File: src/rtl/io_mmio.sv
// Memory-mapped IO unit: UART status/RX/TX, cycle and instruction counters, registered read port.
// Define MMIO_RX_FIFO_EN for an RX_DEPTH-entry circular RX FIFO; otherwise a single holding register.
module io_mmio #(
    parameter int RX_DEPTH = 4
) (
    input  logic        clk,
    input  logic        rst,
    input  logic [31:0] addr,
    input  logic [31:0] wdata,
    input  logic        ren,
    input  logic        wen,
    input  logic        inst_retire,
    input  logic [7:0]  uart_rx_data,
    input  logic        uart_rx_valid,
    output logic        uart_rx_ready,
    output logic [7:0]  uart_tx_data,
    output logic        uart_tx_valid,
    input  logic        uart_tx_ready,
    output logic [31:0] io_dout
);

    if ((RX_DEPTH < 2) || ((RX_DEPTH & (RX_DEPTH - 1)) != 0)) begin : g_bad_rx_depth
        $error("io_mmio: RX_DEPTH must be a power of two and at least 2");
    end

    logic        io_hit;
    logic [7:0]  offset;
    logic        io_read;
    logic        io_write;
    logic        rx_full;
    logic        rx_empty;
    logic [7:0]  rx_head;
    logic        rx_push;
    logic        rx_pop;
    logic        tx_write;
    logic        cnt_clear;
    logic [31:0] cycle_cnt;
    logic [31:0] instr_cnt;
    logic [31:0] rd_word;

    // Only the low byte of the address and of the store data are meaningful here.
    logic unused_bits;
    assign unused_bits = ^{addr[27:8], wdata[31:8]};

    assign io_hit    = (addr[31:28] == 4'h8);
    assign offset    = addr[7:0];
    assign io_read   = ren && io_hit;
    assign io_write  = wen && io_hit;

    assign uart_rx_ready = !rx_full;
    assign rx_push   = uart_rx_valid && !rx_full;
    assign rx_pop    = io_read && (offset == 8'h04) && !rx_empty;
    assign tx_write  = io_write && (offset == 8'h08);
    assign cnt_clear = io_write && (offset == 8'h18);

`ifdef MMIO_RX_FIFO_EN
    localparam int PTR_W = $clog2(RX_DEPTH);

    logic [7:0]       rx_mem [RX_DEPTH];
    logic [PTR_W-1:0] rd_ptr;
    logic [PTR_W-1:0] wr_ptr;
    logic [PTR_W:0]   rx_count;

    assign rx_full  = (rx_count == (PTR_W + 1)'(RX_DEPTH));
    assign rx_empty = (rx_count == '0);
    assign rx_head  = rx_mem[rd_ptr];

    // Storage array carries no reset; occupancy alone decides what is valid.
    always_ff @(posedge clk) begin
        if (rx_push) begin
            rx_mem[wr_ptr] <= uart_rx_data;
        end
    end

    always_ff @(posedge clk or posedge rst) begin
        if (rst) begin
            rd_ptr   <= '0;
            wr_ptr   <= '0;
            rx_count <= '0;
        end else begin
            if (rx_push) begin
                wr_ptr <= wr_ptr + 1'b1;
            end
            if (rx_pop) begin
                rd_ptr <= rd_ptr + 1'b1;
            end
            case ({rx_push, rx_pop})
                2'b10:   rx_count <= rx_count + 1'b1;
                2'b01:   rx_count <= rx_count - 1'b1;
                default: rx_count <= rx_count;
            endcase
        end
    end
`else
    logic [7:0] rx_hold;
    logic       rx_hold_valid;

    assign rx_full  = rx_hold_valid;
    assign rx_empty = !rx_hold_valid;
    assign rx_head  = rx_hold;

    // A push needs an empty holder and a pop needs a full one, so they never coincide.
    always_ff @(posedge clk or posedge rst) begin
        if (rst) begin
            rx_hold       <= '0;
            rx_hold_valid <= 1'b0;
        end else if (rx_push) begin
            rx_hold       <= uart_rx_data;
            rx_hold_valid <= 1'b1;
        end else if (rx_pop) begin
            rx_hold_valid <= 1'b0;
        end
    end
`endif

    // A store while the previous byte is still pending is dropped, even on the handshake edge.
    always_ff @(posedge clk or posedge rst) begin
        if (rst) begin
            uart_tx_data  <= '0;
            uart_tx_valid <= 1'b0;
        end else if (uart_tx_valid) begin
            if (uart_tx_ready) begin
                uart_tx_valid <= 1'b0;
            end
        end else if (tx_write) begin
            uart_tx_data  <= wdata[7:0];
            uart_tx_valid <= 1'b1;
        end
    end

    always_ff @(posedge clk or posedge rst) begin
        if (rst) begin
            cycle_cnt <= '0;
            instr_cnt <= '0;
        end else if (cnt_clear) begin
            cycle_cnt <= '0;
            instr_cnt <= '0;
        end else begin
            cycle_cnt <= cycle_cnt + 32'd1;
            instr_cnt <= instr_cnt + {31'b0, inst_retire};
        end
    end

    always_comb begin
        rd_word = '0;
        case (offset)
            8'h00:   rd_word = {30'b0, !rx_empty, !uart_tx_valid};
            8'h04:   rd_word = rx_empty ? 32'd0 : {24'b0, rx_head};
            8'h10:   rd_word = cycle_cnt;
            8'h14:   rd_word = instr_cnt;
            default: rd_word = '0;
        endcase
    end

    always_ff @(posedge clk or posedge rst) begin
        if (rst) begin
            io_dout <= '0;
        end else begin
            io_dout <= io_read ? rd_word : 32'd0;
        end
    end

endmodule

File: config.mk
export PLATFORM = sky130hd
export DESIGN_NAME = io_mmio
export DESIGN_NICKNAME = d
export VERILOG_FILES = /design/src/rtl/io_mmio.sv
export SDC_FILE = /design/constraint.sdc
export NUM_CORES = 1
export LEC_CHECK = 0
export BUFFER_PORTS_ARGS = -buffer_cell sky130_fd_sc_hd__buf_2
export CAP_MARGIN = 20
export CORE_ASPECT_RATIO = 0.7
export CORE_MARGIN = 2
export CORE_UTILIZATION = 54
export DETAILED_ROUTE_END_ITERATION = 10
export GPL_TIMING_DRIVEN = 0
export HOLD_SLACK_MARGIN = 0.06
export PLACE_DENSITY = 0.8
export SETUP_SLACK_MARGIN = 0.3
export SLEW_MARGIN = 20
export SYNTH_ARGS = -nofsm -noshare
export SYNTH_HDL_FRONTEND = slang
export SYNTH_SLANG_ARGS = --single-unit
File: constraint.sdc
create_clock -name clk -period 3.78 [get_ports clk]
set_input_delay 0.378 -clock clk [delete_from_list [all_inputs] [get_ports clk]]
set_output_delay 0.378 -clock clk [all_outputs]
set_load 0.1 [all_outputs]
==> flow_summary.ini, run 1 <==
[status]
status = complete, no violations

[timing]
period_share = 0.6825
min_period_ns = 2.580
finalSetupViolCount = 0
finalSetupTns_ns = 0
fin_ws_ns = 1.200
finalHoldViolations = 0
slew_headroom = 0.4398
rsz0062_at_grt = no
drv_slew = 0
whs_ns = 0.1740
max_freq_mhz = 387.6
worstMarginPinSlew_ns = 0.8357
fin_worst_skew_ns = 0.01151

[placement]
dp_hpwl_um = 9601
port_buffers = 76
place_ws_ns = 1.192
place_inst = 732
gp_congestion = 0.8506
dpl-instance-area_um2 = 6012

[routing]
num_vias = 4773
dr.pass1.iters = 5
wl_per_cell_um = 18.69
ant_nets = 0
vias_per_cell = 6.272
routed_wl_um = 14220
drt_iter0_drc = 874
drc_errors = 0

[global_routing]
grt_max_degree = 84
grt_antenna_before_repair = 0
gr-total-overflow = 0
grtUsageTotal = 0.2756
grt_pass1_wl_um = 22690
first_global_vias = 4565

[clock_tree]
path_clk_slew_ns = 0.05
cts_root_buf = clkbuf_16
cts.repair.resized = 0
cts_tree = yes
clk-insertion-delay-late_ns = 0.42
cts_sinks = 114
htree_levels = 4
clk_path_buf_depth = 2
post_cts_buffers = 0
numCtsBuffers = 17

[floorplanning]
fp.dieW_um = 124.0
fp.coreArea_um2 = 9759
die_h_um = 87.97
ioPinCount = 121
die_area_um2 = 10900
rows = 30
initial_core_util = 0.5573

[power]
combPwrFrac = 0.077
total_power_mw = 3.055
clock_power_share = 0.459
ir_drop_v = 0.0003071
leakagePower_nw = 2.820
swShare = 0.2476
p_switching_mw = 0.7564
p_int_mw = 2.299
seqPwrFrac = 0.464
power_density_nw_per_um2 = 467.1

[logic_synthesis]
synth.distinct_cells = 43
ys_top_cells_by_area = dfrtp_1 52%, mux2_2 4.6%, a22oi_1 4.3%
synth_edf_count = 0
postSynthCellCount = 527
netlist_area_um2 = 5439
synth_nets = 609
synth_top_area_cell = dfrtp_1
synth_seq_area_share = 0.5245
synthFlopType = dfrtp_1
ys_ff_latch = 114
ys.warnings.count = 0
avgSynthCellArea_um2 = 10.32
synthArstFlopShare = 1.000
synth_top_area_frac = 0.5245

[final_layout]
utilization = 0.6701
final_layout_size_suffix_gt1_frac = 0.2338
syn2layout_area_growth_pct = 20.24
layoutNonFillerInstCount = 761
final_cell_mix = 114 x dfrtp_1, 82 x buf_2, 61 x nor2_1, 33 x a21oi_1, 31 x a22oi_1
nFillCells = 726
fin_area_um2 = 6540
fin_nets = 706
layout_commonest_cell = dfrtp_1
diodes = 0

[worst_setup_path]
crit_type = reg2reg
crit_fanout = 10
critical_path.endpoint_type = flop
required_ns = 4.11
cp-start-kind = flop
cp.arrival_ns = 2.91
r2r_slack_ns = 1.20

[job]
drv_cap = 0

[hold_path]
min_path_type = in2reg
## timing repair
item	4_1_cts	5_1_grt
endpoints found under the hold margin	31	0
hold buffers	1	0
setup endpoints to repair	0	0
## cells by family (layout without fill, tap and decap cells)
| group | count (synthesis) | count (layout) | share of synthesized area |
|---|---|---|---|
| buf+inv | 44 | 150 | 0.03335 |
| xor+xnor | 24 | 24 | 0.03865 |
| compound gates | 99 | 99 | 0.1187 |
| simple gates | 215 | 215 | 0.2213 |
| fa+ha+maj | 3 | 3 | 0.006902 |
| flops | 114 | 114 | 0.5245 |
| mux | 28 | 28 | 0.05659 |
## Yosys cell counts, types with 3 or more instances
master    instances
and3_1            5
xor2_1            8
or3_1            12
nand2_1          26
or2_2             5
ha_1              3
nand3_1          24
nor4_1           13
or4_1            25
buf_1             4
buf_2             6
nor3_2            3
nand4_1          13
a22oi_1          31
clkbuf_1         18
nand2b_1          5
and4_1            3
a21oi_1          33
nor3_1            4
o31ai_1          23
dfrtp_1         114
nor2_1           61
mux2_2           22
mux2i_1           6
inv_1            14
o21ai_0           7
and2_1            3
xnor2_1          16
## layer usage
metal,up-vias,wire (µm),track usage
met2,293,6540,0.4056
met1,2312,5897,0.3839
met5,-,0,0
li1,2140,-,-
met3,28,1532,0.08333
met4,0,250,0.1113
## path summary, 6_finish.rpt
| kind | to | cells past startpoint | start |
|---|---|---|---|
| hold / removal | rx_full | 2 | ren |
| max in group asynchronous | io_dout[25] | 4 | rst |
| hold reg to reg | uart_tx_data[3] | 1 | uart_tx_data[3] |
| setup reg to reg | instr_cnt[28] | 8 | instr_cnt[0] |
| setup / recovery | instr_cnt[28] | 8 | instr_cnt[0] |
| min in group asynchronous | instr_cnt[19] | 3 | rst |
## power by group through the flow
stage	clock network [mW]	logic (mW)	registers (mW)
after CTS	1.41	0.236	1.41
final	1.40	0.235	1.42
after global routing	1.47	0.263	1.43
after detailed placement	0	0.226	1.43
after floorplan	0	0.165	1.40
after global placement	0	0.209	1.42
## state kept, by name (all words and copies together) (netlist names)
register / cells
io_dout: 32
instr_cnt: 32
rx_full: 1
rx_head: 8
uart_tx_valid: 1
cycle_cnt: 32
uart_tx_data: 8
## cell type report
type,instances,area (µm²),area share
clock inverters,6,33.78,0.005165
flip-flops and latches,114,2853,0.4362
inverters,14,57.56,0.008800
well taps,128,160.2,0.02449
multi-input cells,369,2405,0.3677
plain buffers,30,128.9,0.01971
repair buffers,78,417.9,0.06390
clock buffers,22,484.2,0.07404
## worst max-delay path, cell delays in order, from the launching register on
cell,delay (ns)
dfrtp_1,0.35
ha_1,0.23
ha_1,0.28
nand3_1,0.14
or2_2,0.29
clkbuf_1,0.24
clkbuf_1,0.38
nor4_1,0.36
mux2i_1,0.22
Note: power is estimated with default switching activity, not from simulation.
==> run 2: changes to the inputs <==
==> constraint.sdc (replaced) <==
create_clock -name clk -period 2.6 [get_ports clk]
set_input_delay 0.26 -clock clk [delete_from_list [all_inputs] [get_ports clk]]
set_output_delay 0.26 -clock clk [all_outputs]
set_load 0.1 [all_outputs]
==> run 2 against run 1 <==
Critical path depth fell by 3. Via count rose by 3.0%. Count of clock-buffer cells in the layout unchanged.
==> flow_summary.ini, run 2 (synthesis gave the netlist of run 1 again) <==
[placement]
place_ws_ns = 0.03012
gp_congestion = 0.8699
dp_hpwl_um = 10140
dpl-instance-area_um2 = 6043
port_buffers = 76

[global_routing]
grt_max_degree = 33
grt_pass1_wl_um = 23850
grtUsageTotal = 0.2908
grt_antenna_before_repair = 0
first_global_vias = 4649
gr-total-overflow = 0

[final_layout]
diodes = 0
regArea_um2 = 2861
final_layout_size_suffix_gt1_frac = 0.2766
nFillCells = 694
multi_input_area_um2 = 2471
fin_nets = 709
syn2layout_area_growth_pct = 25.01
final_cell_mix = 107 x dfrtp_1, 83 x buf_2, 60 x nor2_1, 32 x a21oi_1, 31 x a22oi_1
utilization = 0.6967
layout_commonest_cell = dfrtp_1
reg.largest.list = cycle_cnt (32), instr_cnt (32), io_dout (32)
fin_area_um2 = 6799

[hold_path]
min_path_type = in2reg

[worst_setup_path]
worstPathCellList = nand3_2, or4_4, clkbuf_1, nor4_2, mux2i_1
cpPeakStageDelay_ns = 0.61
cp-start-kind = flop
critical_path.endpoint_type = flop
slowest_stage = or4_4
path_delay_family = simple AND/OR/NAND/NOR gates
crit_type = reg2reg
cp.arrival_ns = 2.57
crit_fanout = 10
critPathBufInv = 1
required_ns = 2.94

[clock_tree]
clk_path_buf_depth = 2
clk-insertion-delay-late_ns = 0.42
cts_sinks = 114
cts_root_buf = clkbuf_16
path_clk_slew_ns = 0.05
htree_levels = 4
cts_tree = yes
numCtsBuffers = 17

[routing]
drc_errors = 0
num_vias = 4918
dr.pass1.iters = 5
vias_per_cell = 6.404
routed_wl_um = 15080
drt_iter0_drc = 703
wl_per_cell_um = 19.64
ant_nets = 0

[timing]
fin_worst_skew_ns = 0.006568
drv_slew = 0
worstMarginPinSlew_ns = 0.8814
slew_headroom = 0.4092
fin_ws_ns = 0.3664
finalSetupTns_ns = 0
period_share = 0.8591
whs_ns = 0.07038
finalHoldViolations = 0
min_period_ns = 2.234
rsz0062_at_grt = no
finalSetupViolCount = 0
max_freq_mhz = 447.7

[job]
drv_cap = 0

[floorplanning]
ioPinCount = 121
initial_core_util = 0.5573
rows = 30
die_h_um = 87.97
fp.dieW_um = 124.0
fp.coreArea_um2 = 9759
die_area_um2 = 10900

[status]
status = complete, no violations

[power]
leakagePower_nw = 2.893
ir_drop_v = 0.0005413
power_density_nw_per_um2 = 740.6
## run 2: cell types whose count changed in the layout (fill, tap and decap cells not counted), moves of 3 or more
cell / before / now
dfrtp_2: 0 / 7
nor4_2: 0 / 4
nor4_1: 13 / 9
clkbuf_1: 19 / 16
dfrtp_1: 114 / 107
buf_12: 0 / 3
bufinv_16: 0 / 5
ha_1: 3 / 0
## run 2: worst paths after layout
kind / from / endpoint / slack, ns / cells after the start
setup reg to reg: instr_cnt[8] / instr_cnt[29] / 0.37 / 5
hold reg to reg: uart_tx_data[4] / uart_tx_data[4] / 0.50 / 1
hold / removal: wdata[1] / uart_tx_data[1] / 0.07 / 2
setup / recovery: instr_cnt[8] / instr_cnt[29] / 0.37 / 5
max in group asynchronous: rst / io_dout[25] / 1.15 / 6
min in group asynchronous: rst / cycle_cnt[4] / 0.45 / 3
## run 2: per-layer routing
metal  vias up  GRT usage  routed length [µm]
met2       308     0.4481                6980
li1       2153          -                   -
met5         -          0                   0
met1      2415     0.3915                6215
met4         0     0.1318                 419
met3        42    0.07422                1469
## run 2: where the power goes
| part | switching, mW | internal, mW |
|---|---|---|
| combinational | 0.188 | 0.184 |
| clock | 0.813 | 1.77 |
| sequential | 0.186 | 1.89 |
## run 2: per-stage QoR
stage	instances	total power, mW
4_1_cts	768	5.001
2_1_floorplan	527	2.273
3_5_place_dp	734	2.423
3_3_place_gp	731	2.376
6_report	768	5.035
5_1_grt	768	5.192
## run 2: cell type report
class / instances / area share
buffer: 30 / 0.02006
inverter: 14 / 0.008281
clock inverter: 10 / 0.02632
tap: 128 / 0.02356
multi-input combinational: 369 / 0.3635
clock buffer: 22 / 0.06975
timing repair buffer: 81 / 0.06772
sequential: 114 / 0.4209
## run 2: what timing repair did
item / CTS / global route
setup buffers: 0 / 0
hold endpoints to repair: 26 / 0
endpoints found under the setup margin: 14 / 22
hold buffers: 2 / 0
resized for setup: 9 / 20
==> run 3: changes to the inputs <==
--- a/config.mk
+++ b/config.mk
@@ -5,11 +5,13 @@
 export SDC_FILE = /design/constraint.sdc
 export NUM_CORES = 1
 export LEC_CHECK = 0
+export ABC_AREA = 1
 export BUFFER_PORTS_ARGS = -buffer_cell sky130_fd_sc_hd__buf_2
 export CAP_MARGIN = 20
 export CORE_ASPECT_RATIO = 0.7
 export CORE_MARGIN = 2
-export CORE_UTILIZATION = 54
+export CORE_UTILIZATION = 55
+export CTS_CLUSTER_DIAMETER = 30
 export DETAILED_ROUTE_END_ITERATION = 10
 export GPL_TIMING_DRIVEN = 0
 export HOLD_SLACK_MARGIN = 0.06
==> run 3 against run 2 <==
Area after synthesis up 7.5%. Register-to-register slack better by 0.37 ns. Critical path depth up 4. Sequential share of layout area down 1.9 points. Critical path type unchanged. Largest power group unchanged.
==> flow_summary.ini, run 3 <==
[power]
power_density_nw_per_um2 = 675.1
ir_drop_v = 0.0004719
total_power_mw = 4.791
leakagePower_nw = 3.608

[final_layout]
final_cell_mix = 205 x nand2_1, 163 x nor2_1, 114 x dfrtp_1, 88 x nand3_1, 84 x buf_2
layout_commonest_cell = nand2_1
regArea_um2 = 2853
layoutNonFillerInstCount = 1025
fin_nets = 963
final_layout_size_suffix_gt1_frac = 0.1613
syn2layout_area_growth_pct = 21.40
multi_input_area_um2 = 2651
diodes = 0
utilization = 0.6853
nFillCells = 833
reg.largest.list = cycle_cnt (32), instr_cnt (32), io_dout (32)
fin_area_um2 = 7097

[routing]
wl_per_cell_um = 15.10
wl_met2_um = 6867
ant_nets = 0
drt_iter0_drc = 450
vias_per_cell = 5.365
num_vias = 5499
routed_wl_um = 15470
wl_met1_um = 7071
dr.pass1.iters = 5
route.met3.wl_um = 1286
drc_errors = 0
top_layer = met4

[logic_synthesis]
ys_top_cells_by_count = 205 x nand2_1, 163 x nor2_1, 114 x dfrtp_1, 88 x nand3_1, 64 x inv_1
synth_edf_count = 0
synth_nets = 863
synthMuxAreaShare = 0.01541
synth-xor-area-share = 0.02098
synth_most_common_cell = nand2_1
synthAdderAreaFrac = 0.006421
synth_top_area_frac = 0.4880
synth_compound_area_frac = 0.06250
synth_top_area_cell = dfrtp_1
postSynthCellCount = 781
synth_top_family_by_area = simple AND/OR/NAND/NOR gates
netlist_area_um2 = 5846
synthSimpleGateAreaFrac = 0.3482
synthArstFlopShare = 1.000
synth_seq_area_share = 0.4880
ys_top_cells_by_area = dfrtp_1 49%, nand2_1 13%, nor2_1 10%
synthFlopType = dfrtp_1
avgSynthCellArea_um2 = 7.485
ys_ff_latch = 114
ys.warnings.count = 0
synth.distinct_cells = 23

[worst_setup_path]
required_ns = 2.90
crit_start = instr_cnt[0]
crit_fanout = 5
critical_path.endpoint_type = flop
reg2reg_from = instr_cnt[0]
crit_type = reg2reg
cp-start-kind = flop
cp.arrival_ns = 2.17

[clock_tree]
numCtsBuffers = 17
cts_sinks = 114
cts_tree = yes
clk-insertion-delay-late_ns = 0.41
path_clk_slew_ns = 0.06
cts.repair.resized = 0
clk_path_buf_depth = 2
htree_levels = 4
cts_root_buf = clkbuf_16

[timing]
period_share = 0.7179
rsz0062_at_grt = no
fin_worst_skew_ns = 0.004559
finalHoldViolations = 0
finalSetupViolCount = 0
whs_ns = 0.07540
slew_headroom = 0.5537
finalSetupTns_ns = 0
fin_ws_ns = 0.7334
max_freq_mhz = 535.7
min_period_ns = 1.867
worstMarginPinSlew_ns = 0.6695
drv_slew = 0

[global_routing]
gr-total-overflow = 0
grt_max_degree = 36
grt_pass1_wl_um = 26020
grt_antenna_before_repair = 0
first_global_vias = 5271
grtUsageTotal = 0.2891

[floorplanning]
rows = 31
fp.dieW_um = 127.2
initial_core_util = 0.5645
ioPinCount = 121
fp.coreArea_um2 = 10360
die_h_um = 90.26
die_area_um2 = 11480

[hold_path]
hp-start = uart_rx_data[4]
min_path_type = in2reg

[placement]
place_inst = 992
port_buffers = 76
gp_congestion = 0.9442
dp_hpwl_um = 11320
dpl-instance-area_um2 = 6462
place_ws_ns = 0.7504

[status]
status = complete, no violations

[job]
drv_cap = 0
run 3: cell families (layout without fill, tap and decap cells):
family / after synthesis / after routing
AND/OR/NAND/NOR: 484 / 484
flip-flops: 114 / 114
buffers and inverters: 85 / 197
AO/OA/AOI/OAI: 73 / 73
XOR/XNOR: 14 / 14
multiplexers: 8 / 8
adder cells (fa/ha/maj): 3 / 3
run 3: metal layers:
metal | track usage | up-vias
met5 | 0 | -
met4 | 0.09615 | 0
met3 | 0.04799 | 25
met2 | 0.4319 | 215
met1 | 0.4319 | 2573
li1 | - | 2686
run 3: final cells by class:
| class | count | share of cell area |
|---|---|---|
| Sequential cell | 114 | 0.4020 |
| Multi-Input combinational cell | 582 | 0.3736 |
| Timing Repair Buffer | 81 | 0.06594 |
| Clock buffer | 17 | 0.05994 |
| Inverter | 66 | 0.03544 |
| Clock inverter | 14 | 0.02662 |
| Tap cell | 132 | 0.02327 |
| Buffer | 19 | 0.01322 |
run 3: worst paths after layout:
check	end	cells after the start	slack (ns)
min	rx_head[4]	2	0.08
min in group asynchronous	cycle_cnt[0]	3	0.49
max	instr_cnt[18]	9	0.73
max reg2reg	instr_cnt[18]	9	0.73
max in group asynchronous	instr_cnt[28]	5	1.34
min reg2reg	uart_tx_data[6]	2	0.48
run 3: repair_timing:
item	4_1_cts	5_1_grt
hold buffers	2	0
setup endpoints to repair	0	0
hold endpoints to repair	27	0
setup buffers	0	0
run 3: report_power, final:
| part | total (mW) | switching (mW) | leakage, nW | internal [mW] |
|---|---|---|---|---|
| clock | 2.42 | 0.826 | 0.295 | 1.59 |
| sequential | 2.02 | 0.142 | 1.54 | 1.88 |
| combinational | 0.351 | 0.208 | 1.77 | 0.143 |
| total | 4.79 | 1.18 | 3.61 | 3.62 |
run 3: critical path, cell delays in order (launching register included):
cell,delay [ns]
dfrtp_1,0.37
ha_1,0.18
ha_1,0.18
nand2_1,0.09
nor2_2,0.21
nand2_1,0.20
nor2_1,0.30
nand3_1,0.11
nand2_1,0.07
nor2_1,0.05
